--- src/rtl/i_cache_pkg.sv ---
// Shared i_cache geometry, address-field layout and FSM state encoding.
// Latency: n/a (types and constants only).
// Backpressure: n/a.
package i_cache_pkg;

    localparam int WORD_SIZE  = 16;
    localparam int LINE_WORDS = 4;
    localparam int NUM_LINES  = 8;
    localparam int OFF_W      = $clog2(LINE_WORDS);
    localparam int IDX_W      = $clog2(NUM_LINES);
    localparam int TAG_W      = WORD_SIZE - IDX_W - OFF_W;
    localparam int LINE_W     = LINE_WORDS * WORD_SIZE;
    localparam int CNT_W      = 16;

    typedef enum logic {
        ICS_IDLE = 1'b0,
        ICS_MISS = 1'b1
    } ics_state_t;

    typedef struct packed {
        logic [TAG_W-1:0] tag;
        logic [IDX_W-1:0] idx;
        logic [OFF_W-1:0] off;
    } addr_t;

    typedef struct packed {
        logic [TAG_W-1:0] tag;
        logic [IDX_W-1:0] idx;
    } line_addr_t;

    function automatic logic [WORD_SIZE-1:0] line_base(input line_addr_t la);
        return {la, {OFF_W{1'b0}}};
    endfunction

endpackage

--- src/rtl/i_cache.sv ---
// Direct-mapped read-only blocking instruction cache with hit/miss counters.
// Latency: hit served combinationally; miss costs a fill (>= 2 cycles) then serves next cycle.
// Backpressure: i_ready low while the fetch misses; mem_read held until mem_valid pulse.
module i_cache
    import i_cache_pkg::*;
(
    input  logic                 clk,
    input  logic                 reset_n,
    input  logic                 i_mem_read,
    input  logic [WORD_SIZE-1:0] i_address,
    input  logic                 invalidate,
    output logic [WORD_SIZE-1:0] i_data,
    output logic                 i_ready,
    output logic                 mem_read,
    output logic [WORD_SIZE-1:0] mem_address,
    input  logic [LINE_W-1:0]    mem_rdata,
    input  logic                 mem_valid,
    output logic [CNT_W-1:0]     hit_count,
    output logic [CNT_W-1:0]     miss_count
);

    ics_state_t state_q, state_d;

    logic [NUM_LINES-1:0] valid_q;
    logic [TAG_W-1:0]     tag_q  [NUM_LINES];
    logic [WORD_SIZE-1:0] data_q [NUM_LINES][LINE_WORDS];
    line_addr_t           fill_addr_q;

    addr_t req;
    logic  hit;
    logic  miss_start;
    logic  fill_done;

    assign req = addr_t'(i_address);
    assign hit = valid_q[req.idx] && (tag_q[req.idx] == req.tag);

    // Hits are served in either state, so a redirect during a fill can still hit other lines.
    assign i_ready = i_mem_read && hit;
    assign i_data  = i_ready ? data_q[req.idx][req.off] : '0;

    always_comb begin
        state_d     = state_q;
        mem_read    = 1'b0;
        mem_address = '0;
        miss_start  = 1'b0;
        fill_done   = 1'b0;
        case (state_q)
            ICS_IDLE: begin
                if (i_mem_read && !hit) begin
                    miss_start = 1'b1;
                    state_d    = ICS_MISS;
                end
            end
            ICS_MISS: begin
                mem_read    = 1'b1;
                mem_address = line_base(fill_addr_q);
                if (mem_valid) begin
                    fill_done = 1'b1;
                    state_d   = ICS_IDLE;
                end
            end
            default: state_d = ICS_IDLE;
        endcase
    end

    always_ff @(posedge clk) begin
        if (!reset_n) begin
            state_q     <= ICS_IDLE;
            valid_q     <= '0;
            fill_addr_q <= '0;
            hit_count   <= '0;
            miss_count  <= '0;
        end else begin
            state_q <= state_d;
            if (miss_start) begin
                fill_addr_q <= {req.tag, req.idx};
                miss_count  <= miss_count + CNT_W'(1);
            end
            if (i_ready) begin
                hit_count <= hit_count + CNT_W'(1);
            end
            // Invalidate wins over a fill landing on the same edge.
            if (invalidate) begin
                valid_q <= '0;
            end else if (fill_done) begin
                valid_q[fill_addr_q.idx] <= 1'b1;
            end
        end
    end

    always_ff @(posedge clk) begin
        if (reset_n && fill_done) begin
            tag_q[fill_addr_q.idx] <= fill_addr_q.tag;
            for (int w = 0; w < LINE_WORDS; w++) begin
                data_q[fill_addr_q.idx][w] <= mem_rdata[w*WORD_SIZE +: WORD_SIZE];
            end
        end
    end

endmodule
--- config.mk ---
export PLATFORM = sky130hd
export DESIGN_NAME = i_cache
export DESIGN_NICKNAME = d
export VERILOG_FILES = /design/src/rtl/i_cache_pkg.sv /design/src/rtl/i_cache.sv
export SDC_FILE = /design/constraint.sdc
export NUM_CORES = 1
export LEC_CHECK = 0
export ABC_AREA = 1
export CAP_MARGIN = 25
export CORE_MARGIN = 2
export CORE_UTILIZATION = 50
export DETAILED_ROUTE_END_ITERATION = 10
export DONT_BUFFER_PORTS = 1
export PLACE_DENSITY = 0.69
export SLEW_MARGIN = 20
export SYNTH_ARGS = -nofsm -noshare
export SYNTH_HDL_FRONTEND = slang
export SYNTH_SLANG_ARGS = --single-unit
--- constraint.sdc ---
create_clock -name clk -period 6.9 [get_ports clk]
set_clock_uncertainty 0.15 [all_clocks]
set_input_delay 0.69 -clock clk [delete_from_list [all_inputs] [get_ports clk]]
set_output_delay 0.69 -clock clk [all_outputs]
set_load 0.02 [all_outputs]
==> summary.md, run 1 <==
| Metric | Value |
|---|---|
| Clk pwr share | 0.428 |
| Die Ht | 237.3 µm |
| Simple-gate share of the synthesized area | 0.1519 |
| Largest net degree at the start of global routing | 311 |
| Total GRT Usage | 0.2403 |
| Seq cells post-synth | 655 |
| Comb pwr share | 0.047 |
| Initial cell density of the core | 0.5057 |
| Detailed Route Iter0 Violations | 2,004 |
| Final period util | 0.7173 |
| Avg Cell Area, Syn | 11.23 µm² |
| Vias | 18.39k |
| CP max FO | 310 |
| Count leader, synth | nand2_1 |
| Status | finished, final reports clean |
| Net Switching | 1805 µW |
| Multiplexer area fraction after synthesis | 0 |
| Mapped Cells | 2,424 |
| RSZ-0062 raised after global routing | false |
| CTS tree | done |
| Clock buffer count from CTS | 69 |
| Vias per Instance | 5.791 |
| Main synth FF type | edfxtp_1 |
| Critical path class | input port to output port |
| Finished Cell Area | 30,400 µm² |
| Min cycle time layout | 4.949 ns |
| Relative slew slack | 0.2608 |
| CP endpoint kind | output port |
| DP HPWL | 35,100 µm |
| Root buf cell | clkbuf_16 |
| Grt ovf | 0 |
| Final core occ | 0.5649 |
| Reg clk slew, reported paths | 0.05 ns |
| Setup TNS | 0 ns |
| Arrival @ worst endpoint | 4.11 ns |
| Max-slew violation count | 0 |
| Post-synthesis sequential area ratio | 0.7025 |
| Drt first pass iters | 5 |
| H-tree Lvls | 3 |
| # resized after CTS | 0 |
| Dominant cell type by area after synthesis | edfxtp_1 |
| Placed Area | 27,690 µm² |
| Port bufs | 0 |
| IO Count | 151 |
| Layout cells sized above 1 | 0.05542 |
| Leak | 0.01107 µW |
| Clock Sinks | 655 |
| # DRC | 0 |
| Synth warn | 0 |
| EDFF count, synth | 600 |
| Endpoints failing hold | 0 |
| Core area | 53,810 µm² |
| Die Width | 237.3 µm |
| Pint | 6556 µW |
| Fillers | 4,341 |
| Final setup viols | 0 |
| WHS | 0.02954 ns |
| Slew @ Worst Pin | 1.109 ns |
| Synth Area in Compound Gates | 0.09388 |
| Post-synth top cells | nand2_1, edfxtp_1, a21oi_1 |
| Synth top area share | 0.6620 |
| Post-Synth XOR/XNOR Area | 0.0009655 |
| Die ar. | 56,310 µm² |
| Adder-Cell Fraction of Synth Area | 0.0009195 |
| Routed Wire Length | 67,660 µm |
| Area growth syn-to-layout | 11.71% |
| Rows | 85 |
| Switching share of power | 0.2158 |
| Placer congestion estimate | 0.8192 |
| Mapped cell area | 27,210 µm² |
| Max Buffers Root-to-Sink | 3 |
| Vias in the first global route | 17.83k |
| PD cells | 275.0 nW/µm² |
| Reg power frac | 0.525 |
| Largest family of logic cells by synthesized area | simple AND/OR/NAND/NOR gates |
| First-pass GRT wire length | 103,500 µm |
| Distinct cells, synth | 38 |
| Count of nets after finishing | 2,509 |
| Peak Freq | 0.2020 GHz |
| Max-cap violations | 0 |
| Worst min-delay path category | input port to flop |
| Startpoint Class | input port |
| WL/cell | 21.30 µm |
| Initial antenna violation count | 7 |
| Worst Path Required | 6.06 ns |
| Asr flop ratio synth | 0 |
| DRT antenna net count | 0 |
| Synth area leaders | edfxtp_1, nand2_1, a21oi_1 |
| Maximum vdd ir drop | 0.2399 mV |
| Clk Latency, worst-skew pair | 0.61 ns |
[kinds of logic after synthesis]
family	after synthesis
DFF	655
AOI/OAI and AO/OA	406
buffers and inverters	332
xor gates and xnor gates	3
other	1
and+or+nand+nor	1025
adders and majority gates	2
[flip-flops by register name (all words and copies together), names as in the netlist]
signal	flops
valid_q	8
state_q	1
fill_addr_q	14
miss_count	16
hit_count	16
data_q	512
tag_q	88
[worst max-delay path, stage by stage]
cell      delay [ns]
inv_8           0.45
buf_16          0.44
buf_4           0.70
a21oi_1         0.14
o311ai_0        0.52
o31ai_1         0.25
nand2_1         0.13
nand2_1         0.11
nor2_1          0.33
[cell usage in the layout, fill, tap and decap left out, types with 3 or more instances in the layout]
| master | Yosys | routed |
|---|---|---|
| clkbuf_1 | 78 | 14 |
| inv_2 | 2 | 3 |
| a32oi_1 | 13 | 13 |
| nor3_1 | 15 | 15 |
| o31ai_1 | 13 | 13 |
| diode_2 | 0 | 8 |
| a32o_1 | 16 | 16 |
| clkbuf_16 | 0 | 70 |
| buf_4 | 5 | 27 |
| a22oi_1 | 32 | 32 |
| clkinv_1 | 1 | 18 |
| edfxtp_1 | 600 | 600 |
| o21ai_0 | 15 | 15 |
| clkinv_2 | 0 | 7 |
| o211ai_1 | 5 | 5 |
| nor2_4 | 1 | 9 |
| o311ai_0 | 20 | 20 |
| inv_1 | 177 | 175 |
| dlygate4sd3_1 | 0 | 50 |
| nor4_1 | 5 | 5 |
| clkinv_8 | 0 | 3 |
| a221o_1 | 3 | 3 |
| a221oi_1 | 39 | 39 |
| nor2_1 | 145 | 137 |
| dfxtp_1 | 55 | 55 |
| a21oi_1 | 237 | 237 |
| nand4_1 | 32 | 32 |
| nand2_1 | 707 | 707 |
| nand3_1 | 110 | 110 |
| xor2_1 | 3 | 3 |
| bufinv_16 | 0 | 5 |
| a211oi_1 | 13 | 13 |
[per-stage QoR]
stage	setup WS, ns	cells	total power, µW
6_report	1.951	3176	8361
2_1_floorplan	1.887	2425	4773
3_5_place_dp	2.215	2996	4816
4_1_cts	2.125	3167	8403
5_1_grt	1.944	3176	8622
3_3_place_gp	2.247	2996	4804
[power groups by stage]
stage	Sequential [µW]	Combinational, µW	Clock (µW)
floorplan	4470	306	0
global placement	4470	332	0
detailed placement	4470	342	0
CTS	4390	390	3620
global route	4390	440	3790
finish	4390	395	3580
[area by class of cell]
class                           instances  area (µm²)  area share
Antenna cell                            8       20.02   0.0006585
Sequential cell                       655       19120      0.6289
Timing Repair Buffer                   78       730.7     0.02404
Tap cell                              696       870.8     0.02865
Clock buffer                           84        1804     0.05935
Clock inverter                         37       359.1     0.01181
Multi-Input combinational cell       1438        6809      0.2240
Inverter                              180       688.2     0.02264
[path summary, 6_finish.rpt]
check                                from                          end  slack (ns)  cells past startpoint
setup / recovery             i_address[2]                    i_data[8]        1.95                      9
hold / removal               mem_rdata[4]      data_q[2][52]$_DFFE_PP_        0.03                      0
setup reg to reg    tag_q[2][8]$_DFFE_PP_  fill_addr_q[2]$_SDFFE_PN0P_        3.54                     16
hold reg to reg   valid_q[6]$_SDFFE_PP0P_      valid_q[6]$_SDFFE_PP0P_        0.30                      2
[routing by layer]
| metal | track usage | vias to the layer above | part of all wire |
|---|---|---|---|
| met5 | 0 | - | 0.00012 |
| met2 | 0.3907 | 714 | 0.48 |
| met3 | 0.04564 | 118 | 0.078 |
| met4 | 0.08691 | 2 | 0.025 |
| li1 | - | 8520 | - |
| met1 | 0.3248 | 9038 | 0.42 |
[repair_timing]
action,CTS,global route
endpoints found under the setup margin,0,0
hold endpoints to repair,285,0
hold buffers,50,0
setup buffers,0,0
No activity file was read; power rests on OpenSTA's default activity.
==> inputs of run 2 (changes only) <==
ABC_AREA = 0   (was 1)
clock period = 4.9 ns   (was 6.9 ns; I/O delays follow)
==> summary.md, run 2 <==
| Metric | Value |
|---|---|
| Status | finished, final reports clean |
| Fillers | 3,706 |
| Reg clk slew, reported paths | 0.06 ns |
| DP HPWL | 28,270 µm |
| Vias in the first global route | 12.84k |
| IO Count | 151 |
| EDFF count, synth | 600 |
| Die ar. | 52,840 µm² |
| Endpoints failing hold | 0 |
| Maximum vdd ir drop | 0.3284 mV |
| Seq cells post-synth | 655 |
| RSZ-0062 raised after global routing | false |
| Peak Freq | 0.2398 GHz |
| CTS tree | done |
| Final period util | 0.8512 |
| Pre-CTS setup slack | 0.8667 ns |
| Hold depth | 3 |
| Drt first pass iters | 5 |
| Core area | 50,270 µm² |
| Area occupied by multi-input gates | 6122 µm² |
| Leak | 0.009347 µW |
| Avg Cell Area, Syn | 20.59 µm² |
| Final core occ | 0.5830 |
| Synth top area share | 0.7063 |
| Final setup viols | 0 |
| Rows | 82 |
| Finished Cell Area | 29,310 µm² |
| Top reg by flops | data_q |
| R2R Setup Slk | 1.70 ns |
| Max-cap violations | 0 |
| Port bufs | 0 |
| Initial antenna violation count | 6 |
| Reg2reg end | data_q[4][8]$_DFFE_PP_ |
| Area growth syn-to-layout | 14.90% |
| Layout cells sized above 1 | 0.2301 |
| Main synth FF type | edfxtp_1 |
| Vias | 12.34k |
| Placed Area | 26,440 µm² |
| Clk Latency, worst-skew pair | 0.59 ns |
| Worst Path Required | 4.26 ns |
| Mapped cell area | 25,510 µm² |
| Vias per Instance | 5.924 |
| Register area | 19,120 µm² |
| Worst r2r path cells | 4 |
| CP max FO | 15 |
| Hold Path End | hit_count[4]$_SDFFE_PN0P_ |
| Root buf cell | clkbuf_16 |
| Post-synthesis sequential area ratio | 0.7494 |
| Mapped Cells | 1,239 |
| Top Registers | data_q x512, tag_q x88 |
| Max-slew violation count | 0 |
| Commonest non-fill, non-tap cell in the layout | edfxtp_1 |
| DRT antenna net count | 0 |
| # resized after CTS | 0 |
| Relative slew slack | 0.3102 |
| Met2 wire len | 25,390 µm |
| Hold_sp | i_mem_read |
| Synth area leaders | edfxtp_1, mux4_2, dfxtp_1 |
| Uppermost layer routed | met5 |
| Total GRT Usage | 0.2024 |
| First-pass GRT wire length | 79,830 µm |
| H-tree Lvls | 3 |
| M1 wire length | 21,940 µm |
| Critical path class | flop to output port |
| Worst min-delay path category | input port to flop |
| Synth warn | 0 |
| Clock Sinks | 655 |
| WL/cell | 25.11 µm |
| Arrival @ worst endpoint | 3.53 ns |
| Max Buffers Root-to-Sink | 3 |
| Max reg flops | 512 |
| Detailed Route Iter0 Violations | 1,113 |
| Largest net degree at the start of global routing | 157 |
| Routed Wire Length | 52,310 µm |
| Final worst slack | 0.7292 ns |
| Count leader, synth | edfxtp_1 |
| PD cells | 386.5 nW/µm² |
| Post-synth top cells | edfxtp_1, mux4_2, dfxtp_1, mux2i_1, nand2_1 |
| Clock buffer count from CTS | 66 |
| Min cycle time layout | 4.171 ns |
| RR Startpoint | state_q$_SDFF_PN0_ |
| Initial cell density of the core | 0.5074 |
| Placer congestion estimate | 0.7979 |
| # DRC | 0 |
| Count of nets after finishing | 1,444 |
| Asr flop ratio synth | 0 |
| Slew @ Worst Pin | 1.035 ns |
| Die Ht | 229.9 µm |
| Most frequent cells in the layout | edfxtp_1, mux4_2, dlygate4sd3_1, clkbuf_16 |
| Startpoint Class | flop |
| Die Width | 229.9 µm |
| Grt ovf | 0 |
| Dominant cell type by area after synthesis | edfxtp_1 |
| Met3 WL | 3908 µm |
| Distinct cells, synth | 43 |
| CP endpoint kind | output port |
==> run 2: cell types whose count changed after synthesis, sizes merged, moves of 97 or more <==
cell,before,now
nand3,111,14
nor2,148,50
a21oi,237,29
inv,179,11
nand2,708,52
mux4,0,179
==> run 2: logic make-up after synthesis <==
logic type / after synthesis / synth area share
AOI/OAI and AO/OA: 66 / 0.01579
xor gates and xnor gates: 8 / 0.002747
adders and majority gates: 2 / 0.0009808
buffers and inverters: 78 / 0.01319
DFF: 655 / 0.7494
muxes: 235 / 0.1800
other: 1 / 0.0001470
and+or+nand+nor: 194 / 0.03767
==> run 2: cell type report <==
type                    count  share of cell area
well taps                 672             0.02869
multi-input cells         507              0.2089
inverters                  11            0.001409
flip-flops and latches    655              0.6523
repair buffers            116             0.03936
diodes                      3           0.0002561
clock inverters            35            0.008708
clock buffers              84             0.06045
==> run 2: worst max-delay path by stage <==
stage	startpoint	to	cells past startpoint
2_1_floorplan	reset_n	data_q[6][0]$_DFFE_PP_	4
3_3_place_gp	i_address[3]	i_data[13]	9
3_5_place_dp	i_address[2]	i_data[10]	9
4_1_cts	tag_q[7][2]$_DFFE_PP_	i_data[10]	9
5_1_grt	tag_q[5][9]$_DFFE_PP_	i_data[13]	10
6_report	tag_q[5][9]$_DFFE_PP_	i_data[13]	10
==> run 2: routing by layer <==
metal	vias up	global-route usage
met4	8	0.05060
met3	89	0.04923
met5	-	0
met1	6473	0.2844
li1	5351	-
met2	419	0.3226
==> run 2: power breakdown <==
| group | leakage, µW | internal, µW | switching, µW |
|---|---|---|---|
| registers | 0.00590 | 6130 | 33.9 |
| clock network | 0.000994 | 2680 | 2050 |
| logic | 0.00245 | 235 | 189 |
==> run 2: critical path, cell delays in order (launching register included) <==
cell and delay [ns]:
edfxtp_1 0.38, mux4_2 0.48, mux2i_1 0.19, xor2_1 0.16, nand4_1 0.19, nor4_2 0.32, buf_4 0.27, nand2_1 0.35
buf_8 0.29, nor2_1 0.14, buf_4 0.16
==> run 2: repair_timing <==
item | 4_1_cts | 5_1_grt
endpoints found under the hold margin | 537 | 0
buffers inserted | 0 | 0
hold buffers | 81 | 0
==> run 2: metrics by stage <==
stage	hold WS [ns]	cells	TNS, ns	total power (µW)
final	0.04866	2083	0	11330
after global placement	0.2990	1879	0	6595
after CTS	0.01343	2079	0	11430
after detailed placement	0.3124	1879	0	6599
after global routing	0.06334	2081	0	11670
after floorplan	0.2815	1240	-41.00	6595
